===== src/rtl/mode_sequencer.sv =====
// mode_sequencer: command-driven driver for the mode counter's mode/en inputs.
// Latency: a command accepted into an idle, empty sequencer raises en_o one edge later.
// Backpressure: cmd_ready_o drops when the command FIFO is full or abort_i is high.
//
// Ports:
//   clk_i, rst_i      clock, asynchronous active-high reset
//   cmd_valid_i/_o    valid/ready command handshake (cmd_ready_o is combinational)
//   cmd_mode_i        00 UP, 01 DOWN, 10 ROTL, 11 ROTR
//   cmd_cycles_i      number of enabled counter cycles; 0 is accepted and dropped
//   abort_i           synchronous flush of the FIFO and the running command
//   mode_o, en_o      registered drive to the counter
//   busy_o            command running or FIFO non-empty
//   done_o            one-cycle pulse after the last enabled edge of a command
//   level_o           FIFO occupancy

module mode_sequencer #(
    parameter int DEPTH = 4,   // power of two, >= 2
    parameter int CW    = 8
) (
    input  logic                     clk_i,
    input  logic                     rst_i,
    input  logic                     cmd_valid_i,
    output logic                     cmd_ready_o,
    input  logic [1:0]               cmd_mode_i,
    input  logic [CW-1:0]            cmd_cycles_i,
    input  logic                     abort_i,
    output logic [1:0]               mode_o,
    output logic                     en_o,
    output logic                     busy_o,
    output logic                     done_o,
    output logic [$clog2(DEPTH):0]   level_o
);

    localparam int AW = $clog2(DEPTH);
    localparam int LW = AW + 1;

    typedef enum logic {
        S_IDLE = 1'b0,
        S_RUN  = 1'b1
    } state_t;

    // ------------------------------------------------------------------
    // Command FIFO
    // ------------------------------------------------------------------
    logic [1:0]    fifo_mode_q [DEPTH];
    logic [CW-1:0] fifo_cyc_q  [DEPTH];

    logic [AW-1:0] wr_ptr_q, wr_ptr_d;
    logic [AW-1:0] rd_ptr_q, rd_ptr_d;
    logic [LW-1:0] level_q,  level_d;

    logic          full;
    logic          empty;
    logic          push;
    logic          pop;
    logic [1:0]    head_mode;
    logic [CW-1:0] head_cyc;

    assign full      = (level_q == LW'(DEPTH));
    assign empty     = (level_q == '0);
    assign head_mode = fifo_mode_q[rd_ptr_q];
    assign head_cyc  = fifo_cyc_q[rd_ptr_q];

    // Readiness looks only at registered occupancy: a pop in the same cycle
    // does not open a slot, which keeps this path short.
    assign cmd_ready_o = !full && !abort_i;

    // Zero-length commands complete the handshake but never reach storage,
    // so the run logic can rely on every stored count being non-zero.
    assign push = cmd_valid_i && cmd_ready_o && (cmd_cycles_i != '0);

    always_ff @(posedge clk_i) begin
        if (push) begin
            fifo_mode_q[wr_ptr_q] <= cmd_mode_i;
            fifo_cyc_q[wr_ptr_q]  <= cmd_cycles_i;
        end
    end

    always_comb begin
        wr_ptr_d = wr_ptr_q;
        rd_ptr_d = rd_ptr_q;
        level_d  = level_q;
        if (abort_i) begin
            // Flush: storage contents are left as-is, the pointers define validity.
            wr_ptr_d = '0;
            rd_ptr_d = '0;
            level_d  = '0;
        end else begin
            if (push) begin
                wr_ptr_d = wr_ptr_q + 1'b1;
            end
            if (pop) begin
                rd_ptr_d = rd_ptr_q + 1'b1;
            end
            case ({push, pop})
                2'b10:   level_d = level_q + 1'b1;
                2'b01:   level_d = level_q - 1'b1;
                default: level_d = level_q;
            endcase
        end
    end

    always_ff @(posedge clk_i or posedge rst_i) begin
        if (rst_i) begin
            wr_ptr_q <= '0;
            rd_ptr_q <= '0;
            level_q  <= '0;
        end else begin
            wr_ptr_q <= wr_ptr_d;
            rd_ptr_q <= rd_ptr_d;
            level_q  <= level_d;
        end
    end

    // ------------------------------------------------------------------
    // Run FSM
    // ------------------------------------------------------------------
    state_t        state_q,     state_d;
    logic [CW-1:0] remaining_q, remaining_d;
    logic [1:0]    mode_q,      mode_d;
    logic          en_q,        en_d;
    logic          done_q,      done_d;

    always_comb begin
        state_d     = state_q;
        remaining_d = remaining_q;
        mode_d      = mode_q;
        en_d        = en_q;
        done_d      = 1'b0;
        pop         = 1'b0;

        if (abort_i) begin
            // Abort wins over everything; mode is deliberately left unchanged.
            state_d     = S_IDLE;
            remaining_d = '0;
            en_d        = 1'b0;
        end else begin
            case (state_q)
                S_IDLE: begin
                    if (!empty) begin
                        pop         = 1'b1;
                        mode_d      = head_mode;
                        remaining_d = head_cyc;
                        en_d        = 1'b1;
                        state_d     = S_RUN;
                    end
                end
                S_RUN: begin
                    remaining_d = remaining_q - 1'b1;
                    if (remaining_q == CW'(1)) begin
                        done_d = 1'b1;
                        if (!empty) begin
                            // Chain straight into the next command so en stays
                            // high across the boundary.
                            pop         = 1'b1;
                            mode_d      = head_mode;
                            remaining_d = head_cyc;
                        end else begin
                            en_d    = 1'b0;
                            state_d = S_IDLE;
                        end
                    end
                end
                default: begin
                    state_d     = S_IDLE;
                    remaining_d = '0;
                    en_d        = 1'b0;
                end
            endcase
        end
    end

    always_ff @(posedge clk_i or posedge rst_i) begin
        if (rst_i) begin
            state_q     <= S_IDLE;
            remaining_q <= '0;
            mode_q      <= 2'b00;
            en_q        <= 1'b0;
            done_q      <= 1'b0;
        end else begin
            state_q     <= state_d;
            remaining_q <= remaining_d;
            mode_q      <= mode_d;
            en_q        <= en_d;
            done_q      <= done_d;
        end
    end

    // ------------------------------------------------------------------
    // Outputs
    // ------------------------------------------------------------------
    assign mode_o  = mode_q;
    assign en_o    = en_q;
    assign done_o  = done_q;
    assign level_o = level_q;
    assign busy_o  = (state_q == S_RUN) || (level_q != '0);

endmodule


===== config.mk =====
export PLATFORM = sky130hd
export DESIGN_NAME = mode_sequencer
export DESIGN_NICKNAME = d
export VERILOG_FILES = /design/src/rtl/mode_sequencer.sv
export SDC_FILE = /design/constraint.sdc
export NUM_CORES = 1
export LEC_CHECK = 0
export BUFFER_PORTS_ARGS = -buffer_cell sky130_fd_sc_hd__buf_2
export CORE_ASPECT_RATIO = 1.4
export CORE_UTILIZATION = 40
export DETAILED_ROUTE_END_ITERATION = 10
export PLACE_DENSITY_LB_ADDON = 0.3
export SLEW_MARGIN = 10
export SYNTH_ARGS = -nofsm -noshare
export SYNTH_HDL_FRONTEND = slang
export SYNTH_SLANG_ARGS = --single-unit

===== constraint.sdc =====
create_clock -name clk_i -period 3.3 [get_ports clk_i]
set_clock_uncertainty 0.15 [all_clocks]
set_input_delay 0.165 -clock clk_i [delete_from_list [all_inputs] [get_ports clk_i]]
set_output_delay 0.165 -clock clk_i [all_outputs]
set_load 0.02 [all_outputs]

==> results.md <==
- After the first detailed-routing iteration, the DRC count stood at 115.
- The run finished with clean final reports.
- The leakage power of the design is 1.28 nW.
- The total area of sequential cells is 1700 um^2.
- The core box area is 6610 um^2.
- The fraction of final layout cells with drive strength greater than 1 is 26.8%.
- The count of buffers added on input and output ports is 22.
- The multi-input logic area is 988 um^2.
- The number of failing hold endpoints at the final stage is 0.
- For the pin with the worst max-slew slack, the measured transition is 0.768 ns.
- Clock-pin slew was measured on the worst setup and hold paths at 0.07 ns.
- The via count of the first global-routing pass is 1674.
- The clock tree synthesis step divided the H-tree into 3 levels.
- The number of placed instances, taps included is 296.
- Summed over all layers, the global routing overflow is 0.
- After detailed routing, the total wire length is 5010 um.
- The worst pin sits at a relative slew slack of 48.8%.
- The boundary pin count is 23.
- The detail route stage leaves a number of antenna-violating nets equal to 0.
- The number of slew-limit violations in the final report is 0.
- Routability-driven placement finished with a final weighted congestion of 0.846.
- The routed via count divided by cell count is 5.03.
- The proportion of register bits with asynchronous set or reset after synthesis is 33.3%.
- The area after detailed placement is 2960 um^2.
- Setup repair after global routing left no endpoint under its margin.
- The count of instances resized after the clock tree is built is 0.
- The repair_antennas step left the layout with diodes totalling 0.
- Prior to clock tree synthesis, the placed netlist has a worst setup slack of 0.473 ns.
- The sequential area share after synthesis is 62.1%.
- The initial antenna violation count is 0.
- The post-synthesis area per instance is 14.8 um^2.
- IR analysis of the VDD net gives a maximum drop of 0.000505 V.
- The number of enable-type register cells in the synthesized netlist is 40.
- The final setup violation count is 0.
- The required time reported for the critical path endpoint is 3.37 ns.
- The DRC violations left is 0.
- Setup slack on the critical path of the routed design comes to 0.424 ns.
- The worst setup path is of the primary input to flop kind.
- The tool flagged a number of max-cap violations equal to 0.
- The count of TritonRoute iterations in the first routing pass is 5.
- Dividing the final minimum period by the clock period gives 87.1%.
- The worst setup path is launched from a primary input.
- The worst register-to-register path has a setup slack of 0.46 ns.
- The number of placement rows is 35.
- The routed layout has 1626 vias.
- For the final routed database, the setup TNS stands at 0 ns.
- The final critical path time including I/O delays and setup is 2.88 ns.
- CTS placed an instance of clkbuf_8 at the clock tree root.
- On the critical path, the stage with the largest delay is an instance of a21boi_0.
- The CTS buffer count is 9.
- For this run, the number of standard cells in the final layout without fillers is 323.
- The dominant register cell in the synthesized netlist is edfxtp_1.
- Entering global routing, the biggest net connects 25 pins.
- The first global-routing pass estimated 8400 um of wire.
- The layout has 570 filler cells.
- Global routing used 16.2% of the available tracks.
- Data on the critical path arrives at its endpoint at 2.95 ns.
- The count of warnings emitted by yosys is 0.
- The final-stage net count is 247.
- Compared with the post-synthesis result, the final layout area differs by 21.2%.
- The detailed-placement wirelength estimate is 3430 um.
- Walking the worst path, the cells encountered are dlygate4sd3_1, buf_2, nor4_1, a21boi_0, and2_1, nor3_1, fa_1, and3_1, mux2i_1, mux2_1.
- The deepest clock path buffer count is 2.
- The die is 72.0 um wide.
- The worst min-delay path class is primary input to flop.
- For this design, the sink count on the clock tree is 60.
- When the netlist entered floorplanning its net count stood at 206.
- TritonCTS built the clock tree.
- Based on the critical path, the design can be clocked at up to 348 MHz.
- The area of the die is 7190 um^2.
- The starting utilization of the core area is 41.5%.
- After synthesis the cells add up to 2740 um^2.
- After synthesis the netlist holds a flip-flop and latch count of 60.
- The delay of the slowest cell on the worst path is 0.54 ns.
- Hold timing on the final database bottoms out at a slack of 0.139 ns.
- The clock reaches the later pin of the worst-skew pair after 0.33 ns.
- STA classifies the critical path endpoint as a flop.
- Along the worst path, the maximum fanout reaches 7.
- The final design area excluding fillers is 3320 um^2.
- The power per standard cell area is 874 nW/um^2.
- Dividing the detail-routed wire length by the instance count gives 15.5 um.
- Counting every instance in the synthesized netlist gives 185.
- The die span in y is 100 um.
- The number of unique standard cell types used by synthesis is 52.
-- stage by stage --
step                      util [%]  total power [mW]
final                         50.2              2.90
after global routing          50.2              3.09
after CTS                     50.2              2.94
after detailed placement      44.8              2.12
after global placement        44.8              2.11
after floorplan                  -              1.87
-- area by class of cell --
class                   count  area share, %
clock buffers               9           3.73
clock inverters             7           3.73
inverters                   7          0.791
multi-input cells         112           29.8
flip-flops and latches     60           51.2
well taps                  92           3.47
repair buffers             36           7.31
-- final timing paths --
kind                       cells after the start       startpoint              to
min                                            3          abort_i  remaining_q[0]
min reg2reg                                    1        mode_o[1]       mode_o[1]
max reg2reg                                    8   remaining_q[4]      level_o[2]
max                                           10  cmd_cycles_i[0]      level_o[2]
min in group asynchronous                      3            rst_i      level_o[1]
max in group asynchronous                      3            rst_i  remaining_q[0]
-- worst max-delay path: cells and delay by family --
family                   cells  cell delay [ns]
multiplexers                 2             0.47
AND/OR/NAND/NOR              4             0.70
adder cells (fa/ha/maj)      1             0.38
AO/OA/AOI/OAI                1             0.54
buffers and inverters        2             0.69
-- metal layers --
metal	track usage [%]	part of all wire [%]	routed length (um)	up-vias
met5	0	0	0	-
met4	8.75	1.2	58	0
li1	-	-	-	790
met3	4.62	3.2	161	4
met1	18.0	41	2060	800
met2	27.7	55	2740	32
-- cell families (layout without fill, tap and decap cells) --
| kind of cell | after synthesis | in the layout | share of synthesized area, % |
|---|---|---|---|
| flops | 60 | 60 | 62.1 |
| buf+inv | 13 | 59 | 1.87 |
| simple gates | 57 | 57 | 11.9 |
| mux | 20 | 20 | 12.1 |
| compound gates | 24 | 24 | 7.07 |
| fa+ha+maj | 7 | 7 | 3.47 |
| xor+xnor | 4 | 4 | 1.55 |
-- Yosys cell counts (all sizes together) (2+ instances only) --
master / number / area share (%)
nor2: 24 / 3.7
a21oi: 4 / 0.73
a211oi: 2 / 0.55
buf: 3 / 0.50
a31oi: 2 / 0.46
mux2: 5 / 2.1
nor4: 4 / 1.5
mux2i: 5 / 1.8
edfxtp: 40 / 44
xor2: 2 / 0.64
nand2b: 3 / 0.68
or4: 2 / 0.68
and3: 5 / 1.1
dfrtp: 20 / 18
nand2: 5 / 0.68
ha: 6 / 2.7
inv: 7 / 0.96
xnor2: 2 / 0.91
or3: 2 / 0.46
clkbuf: 3 / 0.41
nor3: 4 / 1.1
mux4: 10 / 8.2
o21ai: 3 / 0.55
nor2b: 2 / 0.46
-- sequential cells by signal, indices dropped and copies added, names as in the netlist --
register     cells
done_o           1
en_o             1
fifo_cyc_q      32
fifo_mode_q      8
level_o          3
mode_o           2
rd_ptr_q         2
remaining_q      8
state_q          1
wr_ptr_q         2
-- repair_timing --
item,in CTS,in global routing
setup buffers,0,0
hold buffers,11,0
hold endpoints to repair,60,0
-- layout by cell type, fill, tap and decap left out, types with 2 or more instances in the layout --
cell / n
mux2_2: 3
xor2_1: 2
dlygate4sd3_1: 11
bufinv_16: 3
a211oi_1: 2
nor2_1: 22
o21ai_0: 3
ha_1: 6
nor3_1: 3
mux2i_1: 5
nand2_1: 5
dfrtp_1: 20
clkbuf_8: 9
and3_1: 5
clkinv_4: 2
nor2b_1: 2
nand2b_1: 3
mux2_1: 2
a21oi_1: 4
nor4_1: 3
or3_1: 2
buf_2: 22
edfxtp_1: 40
a31oi_1: 2
buf_4: 3
mux4_2: 10
inv_1: 7
-- power breakdown --
group | switching [mW] | internal [mW]
combinational | 0.543 | 0.461
clock | 0.298 | 0.506
sequential | 0.165 | 0.931
total | 1.01 | 1.90
Note: power is estimated with default switching activity, not from simulation.
